### src/rtl/alu_issue.sv
// Requester-side issue controller for the multi-cycle ALU: accepts one decoded op,
// screens it, drives in_alu until out_alu or timeout, then returns a write-back response.
module alu_issue #(
   parameter int TIMEOUT_CYCLES = 64,
   parameter int RD_W           = 5
) (
   input  logic            clk,
   input  logic            rst,
   input  logic            req_valid,
   output logic            req_ready,
   input  logic [5:0]      req_operation,
   input  logic [5:0]      req_op,
   input  logic [4:0]      req_shamt,
   input  logic [31:0]     req_operand1,
   input  logic [31:0]     req_operand2,
   input  logic [RD_W-1:0] req_rd,
   output logic            in_alu,
   output logic [31:0]     operand1,
   output logic [31:0]     operand2,
   output logic [5:0]      operation,
   output logic [5:0]      op,
   output logic [4:0]      shamt,
   input  logic [31:0]     result,
   input  logic            out_alu,
   output logic            wb_valid,
   input  logic            wb_ready,
   output logic [RD_W-1:0] wb_rd,
   output logic [31:0]     wb_data,
   output logic [1:0]      wb_err,
   output logic            busy
);

   localparam int TW = $clog2(TIMEOUT_CYCLES + 1);
   localparam logic [TW-1:0] TIMER_LAST = TW'(TIMEOUT_CYCLES - 1);

   localparam logic [5:0] OPC_FIRST = 6'b000001;
   localparam logic [5:0] OPC_LAST  = 6'b001101;
   localparam logic [5:0] OPC_DIV   = 6'b001100;

   localparam logic [1:0] ERR_OK      = 2'b00;
   localparam logic [1:0] ERR_ILLEGAL = 2'b01;
   localparam logic [1:0] ERR_DIVZERO = 2'b10;
   localparam logic [1:0] ERR_TIMEOUT = 2'b11;

   typedef enum logic [1:0] {
      IDLE = 2'd0,
      RUN  = 2'd1,
      RESP = 2'd2
   } state_t;

   state_t          state_q, state_d;
   logic [TW-1:0]   timer_q, timer_d;
   logic            in_alu_q, in_alu_d;
   logic [31:0]     operand1_q, operand1_d;
   logic [31:0]     operand2_q, operand2_d;
   logic [5:0]      operation_q, operation_d;
   logic [5:0]      op_q, op_d;
   logic [4:0]      shamt_q, shamt_d;
   logic [RD_W-1:0] rd_q, rd_d;
   logic [31:0]     wb_data_q, wb_data_d;
   logic [1:0]      wb_err_q, wb_err_d;

   logic opc_legal;
   logic div_zero;

   assign opc_legal = (req_operation >= OPC_FIRST) && (req_operation <= OPC_LAST);
   assign div_zero  = (req_operation == OPC_DIV) && (req_operand2 == 32'd0);

   always_ff @(posedge clk or posedge rst) begin
      if (rst) begin
         state_q     <= IDLE;
         timer_q     <= '0;
         in_alu_q    <= 1'b0;
         operand1_q  <= '0;
         operand2_q  <= '0;
         operation_q <= '0;
         op_q        <= '0;
         shamt_q     <= '0;
         rd_q        <= '0;
         wb_data_q   <= '0;
         wb_err_q    <= ERR_OK;
      end else begin
         state_q     <= state_d;
         timer_q     <= timer_d;
         in_alu_q    <= in_alu_d;
         operand1_q  <= operand1_d;
         operand2_q  <= operand2_d;
         operation_q <= operation_d;
         op_q        <= op_d;
         shamt_q     <= shamt_d;
         rd_q        <= rd_d;
         wb_data_q   <= wb_data_d;
         wb_err_q    <= wb_err_d;
      end
   end

   always_comb begin
      state_d     = state_q;
      timer_d     = timer_q;
      in_alu_d    = in_alu_q;
      operand1_d  = operand1_q;
      operand2_d  = operand2_q;
      operation_d = operation_q;
      op_d        = op_q;
      shamt_d     = shamt_q;
      rd_d        = rd_q;
      wb_data_d   = wb_data_q;
      wb_err_d    = wb_err_q;

      unique case (state_q)
         IDLE: begin
            if (req_valid) begin
               rd_d = req_rd;
               if (!opc_legal) begin
                  wb_err_d  = ERR_ILLEGAL;
                  wb_data_d = '0;
                  state_d   = RESP;
               end else if (div_zero) begin
                  wb_err_d  = ERR_DIVZERO;
                  wb_data_d = '0;
                  state_d   = RESP;
               end else begin
                  operand1_d  = req_operand1;
                  operand2_d  = req_operand2;
                  operation_d = req_operation;
                  op_d        = req_op;
                  shamt_d     = req_shamt;
                  in_alu_d    = 1'b1;
                  timer_d     = '0;
                  state_d     = RUN;
               end
            end
         end

         RUN: begin
            // A done pulse in the final allowed cycle still counts as a good result.
            if (out_alu) begin
               wb_data_d = result;
               wb_err_d  = ERR_OK;
               in_alu_d  = 1'b0;
               state_d   = RESP;
            end else if (timer_q == TIMER_LAST) begin
               wb_data_d = '0;
               wb_err_d  = ERR_TIMEOUT;
               in_alu_d  = 1'b0;
               state_d   = RESP;
            end else begin
               timer_d = timer_q + 1'b1;
            end
         end

         RESP: begin
            if (wb_ready) begin
               state_d = IDLE;
            end
         end

         default: begin
            state_d  = IDLE;
            in_alu_d = 1'b0;
         end
      endcase
   end

   assign req_ready = (state_q == IDLE);
   assign busy      = (state_q != IDLE);
   assign wb_valid  = (state_q == RESP);
   assign in_alu    = in_alu_q;
   assign operand1  = operand1_q;
   assign operand2  = operand2_q;
   assign operation = operation_q;
   assign op        = op_q;
   assign shamt     = shamt_q;
   assign wb_rd     = rd_q;
   assign wb_data   = wb_data_q;
   assign wb_err    = wb_err_q;

endmodule

### config.mk
export PLATFORM = sky130hd
export DESIGN_NAME = alu_issue
export DESIGN_NICKNAME = d
export VERILOG_FILES = /design/src/rtl/alu_issue.sv
export SDC_FILE = /design/constraint.sdc
export NUM_CORES = 1
export LEC_CHECK = 0
export ABC_AREA = 1
export BUFFER_PORTS_ARGS = -buffer_cell sky130_fd_sc_hd__buf_2
export CORE_UTILIZATION = 43
export DETAILED_ROUTE_END_ITERATION = 10
export GPL_TIMING_DRIVEN = 0
export PLACE_DENSITY = 0.74
export SLEW_MARGIN = 20
export SYNTH_ARGS = -nofsm -noshare
export SYNTH_HDL_FRONTEND = slang
export SYNTH_SLANG_ARGS = --single-unit
### constraint.sdc
create_clock -name clk -period 4.5 [get_ports clk]
set_input_delay 0 -clock clk [delete_from_list [all_inputs] [get_ports clk]]
set_output_delay 0 -clock clk [all_outputs]
set_load 0.02 [all_outputs]
==> out/metrics.cfg <==
[placement]
io_buffers=246
dp_hpwl_um=10300
dp_cells=1051
gp_congestion=0.813
post_dp_cell_area_sq_mm=0.00700

[worst_setup_path]
worstPathRequired_ps=4800
r2r-end=wb_data[25]$_DFFE_PP0P_
r2r_cells=11
crit_chain=ha_1, nand3_2, nor2_2, nand3_1, nand2_1, nand2_1, nor2_2, nand2_2, buf_6, nand2_1, nand2_1
r2r_start=timer_q[0]$_DFFE_PP0P_
path_delay_family=simple AND/OR/NAND/NOR gates
path_buf_inv=1
cpMostUsedCell=nand2_1
r2r_slack_ps=2650
crit_path_end_kind=flop
path_class=reg -> reg
critPathSlowestCell=dfrtp_1
crit_path_start_kind=flop
critPathMaxFanout=10
cp.arrival_ps=2150
crit_cells=11
critPathMaxStageDelay_ps=390

[global_route]
busiest_layer=met2
grt_pass1_vias=5639
grt_max_degree=76
grt_pass1_wl_um=26600
grt.overflow.total=0
track_usage_pct=26.2
antenna_found_initial=0
grt_use_met3_pct=5.80
use_met1_pct=29.5
grt_use_met2_pct=45.0

[timing]
drv_slew=0
hold_viol_final=0
fin_crit_sh_pct=41.2
worst_pin_slew_ps=520
fin_worst_skew_ps=6.36
rsz0062_at_grt=false
min_period_ps=1850
timing.fmax_mhz=539
setup_violations=0
maxSlewHeadroom_pct=65.3

[clocking]
tritoncts=yes
cts_buffers=17
post_cts_resized=0
root_buffer=clkbuf_16
cts.sinks=130
clock_path_buffers=2
cts.htree.levels=4
insertion_delay_ps=410
clk_pin_slew_ps=60

[route]
drt_wl_total_um=16900
num_vias=5630
dr.pass1.iters=5
drt_iter0_markers=259
viasPerCell=4.68
ant_nets=0
drc=0
wl_per_cell_um=14.1

[final_layout]
drive_gt1_share_pct=30.7
antennaDiodeCount=0
nets=1143
finish.instance_area_sq_mm=0.00880
syn_to_final_growth_pct=59.3
stdcell_count=1204

[logic_synthesis]
netlist_area_sq_mm=0.00552
synth_top_area_share_pct=58.9
ys_warn_count=0
synth_cells=632
synth_top_family_by_area=simple AND/OR/NAND/NOR gates
synth_area_leaders=dfrtp_1 (59%), nand2_1 (15%), inv_1 (6.6%)
synth_xor_xnor_area_share_pct=0.159
avgSynthCellArea_sq_um=8.74
synth_compound_area_share_pct=8.27
synth_enable_flop_cells=0
synthArstFlopShare_pct=100
synth_top_cell_by_area=dfrtp_1
ys_ff_latch=130
ys_types=27
synth_ff_type=dfrtp_1
synthAdderAreaFrac_pct=0.227
synth-seq-area-share_pct=58.9
synth_mux_area_share_pct=1.02
yosys.area_share.simple_pct=20.8
synthTopCellsByCount=nand2_1 (217), dfrtp_1 (130), inv_1 (97)
yosys.cell_count.top_type=nand2_1
syn_nets=756

[floorplan]
io_pins=247
die_x_um=115
coreArea_sq_mm=0.0126
start_util_pct=43.9
die_area_sq_mm=0.0133
die_y_um=115
rows=41

[run_status]
status=finished clean

[power]
p_total_mw=4.98
vdd_drop_max_mv=0.290
p_per_area_mw_per_mm2=566
cellLeakagePower_nw=5.00

[hold_path]
whs_path_depth=7
min_from=req_valid
holdPathEnd=wb_err[1]$_DFFE_PP0P_
hp-class=in -> reg

[flow_run]
maxCapViolations=0

==> flip-flops by register name, indices dropped and copies added, names as in the netlist <==
| register | cells |
|---|---|
| wb_data | 32 |
| state_q | 2 |
| operand2 | 32 |
| timer_q | 7 |
| op | 6 |
| in_alu | 1 |
| operand1 | 32 |
| operation | 6 |
| wb_rd | 5 |
| wb_err | 2 |
| shamt | 5 |
==> repair_timing <==
item / CTS / global route
hold endpoints to repair: 173 / 0
hold buffers: 121 / 0
buffers inserted: 0 / 0
setup endpoints to repair: 0 / 0
==> cell usage in the layout, fill, tap and decap left out, types with 7 or more instances in the layout <==
cell type      Yosys  routed
nor2_1            34      34
inv_1             97      96
buf_6             12      12
o21ai_1           72      72
nand3_1           12      12
nand2_1          217     217
dfrtp_1          130     130
nand4_1            7       7
dlygate4sd3_1      0     121
buf_2              5     251
o21ai_0           14      14
clkbuf_16          0      17
==> power breakdown <==
part / switching (mW) / leakage, nW / internal (mW)
Clock: 0.494 / 0.290 / 0.854
Combinational: 1.17 / 3.03 / 0.664
Sequential: 0.223 / 1.68 / 1.58
==> cells by family (layout without fill, tap and decap cells) <==
logic type               Yosys count  after routing
flip-flops                       130            130
adder cells (fa/ha/maj)            1              1
buffers and inverters            124            524
AO/OA/AOI/OAI                     90             90
XOR/XNOR                           1              1
AND/OR/NAND/NOR                  281            281
multiplexers                       5              5
==> worst max-delay path by stage <==
stage | start | endpoint | slack (ps)
final | timer_q[0]$_DFFE_PP0P_ | wb_data[25]$_DFFE_PP0P_ | 2650
after global routing | timer_q[0]$_DFFE_PP0P_ | wb_data[8]$_DFFE_PP0P_ | 2410
after CTS | timer_q[0]$_DFFE_PP0P_ | wb_data[2]$_DFFE_PP0P_ | 2670
after detailed placement | timer_q[0]$_DFFE_PP0P_ | wb_data[2]$_DFFE_PP0P_ | 2690
after global placement | rst | operand2[23]$_DFFE_PP0P_ | -530
after floorplan | rst | in_alu$_DFFE_PP0P_ | 1030
==> tightest hold or removal path, delay by kind of cell <==
family | cells | cell delay [ps]
AND/OR/NAND/NOR | 5 | 340
buffers and inverters | 2 | 150
==> cell type report <==
type | instances | area (sq um)
clock inverter | 10 | 106
buffer | 25 | 213
inverter | 99 | 382
fill | 914 | 3770
sequential | 130 | 3250
clock buffer | 22 | 474
multi-input combinational | 378 | 1680
tap | 172 | 215
timing repair buffer | 368 | 2470
==> per-stage QoR <==
stage / utilization (%) / setup WS (ps) / hold WS [ps] / setup TNS [ps]
final: 70.0 / 2650 / 130 / 0
after global routing: 70.0 / 2410 / 210 / 0
after CTS: 70.0 / 2670 / 115 / 0
after detailed placement: 55.7 / 2690 / 50.8 / 0
after global placement: 55.5 / -532 / 199 / -68340
after floorplan: - / 1030 / 107 / 0
==> per-layer routing <==
layer / wire length (um) / part of all wire [%] / vias to the layer above
met5: 0 / 0 / -
met4: 811 / 4.8 / 0
met3: 755 / 4.5 / 71
met2: 8780 / 52 / 196
met1: 6580 / 39 / 2649
li1: - / - / 2714
No activity file was read; power rests on OpenSTA's default activity.
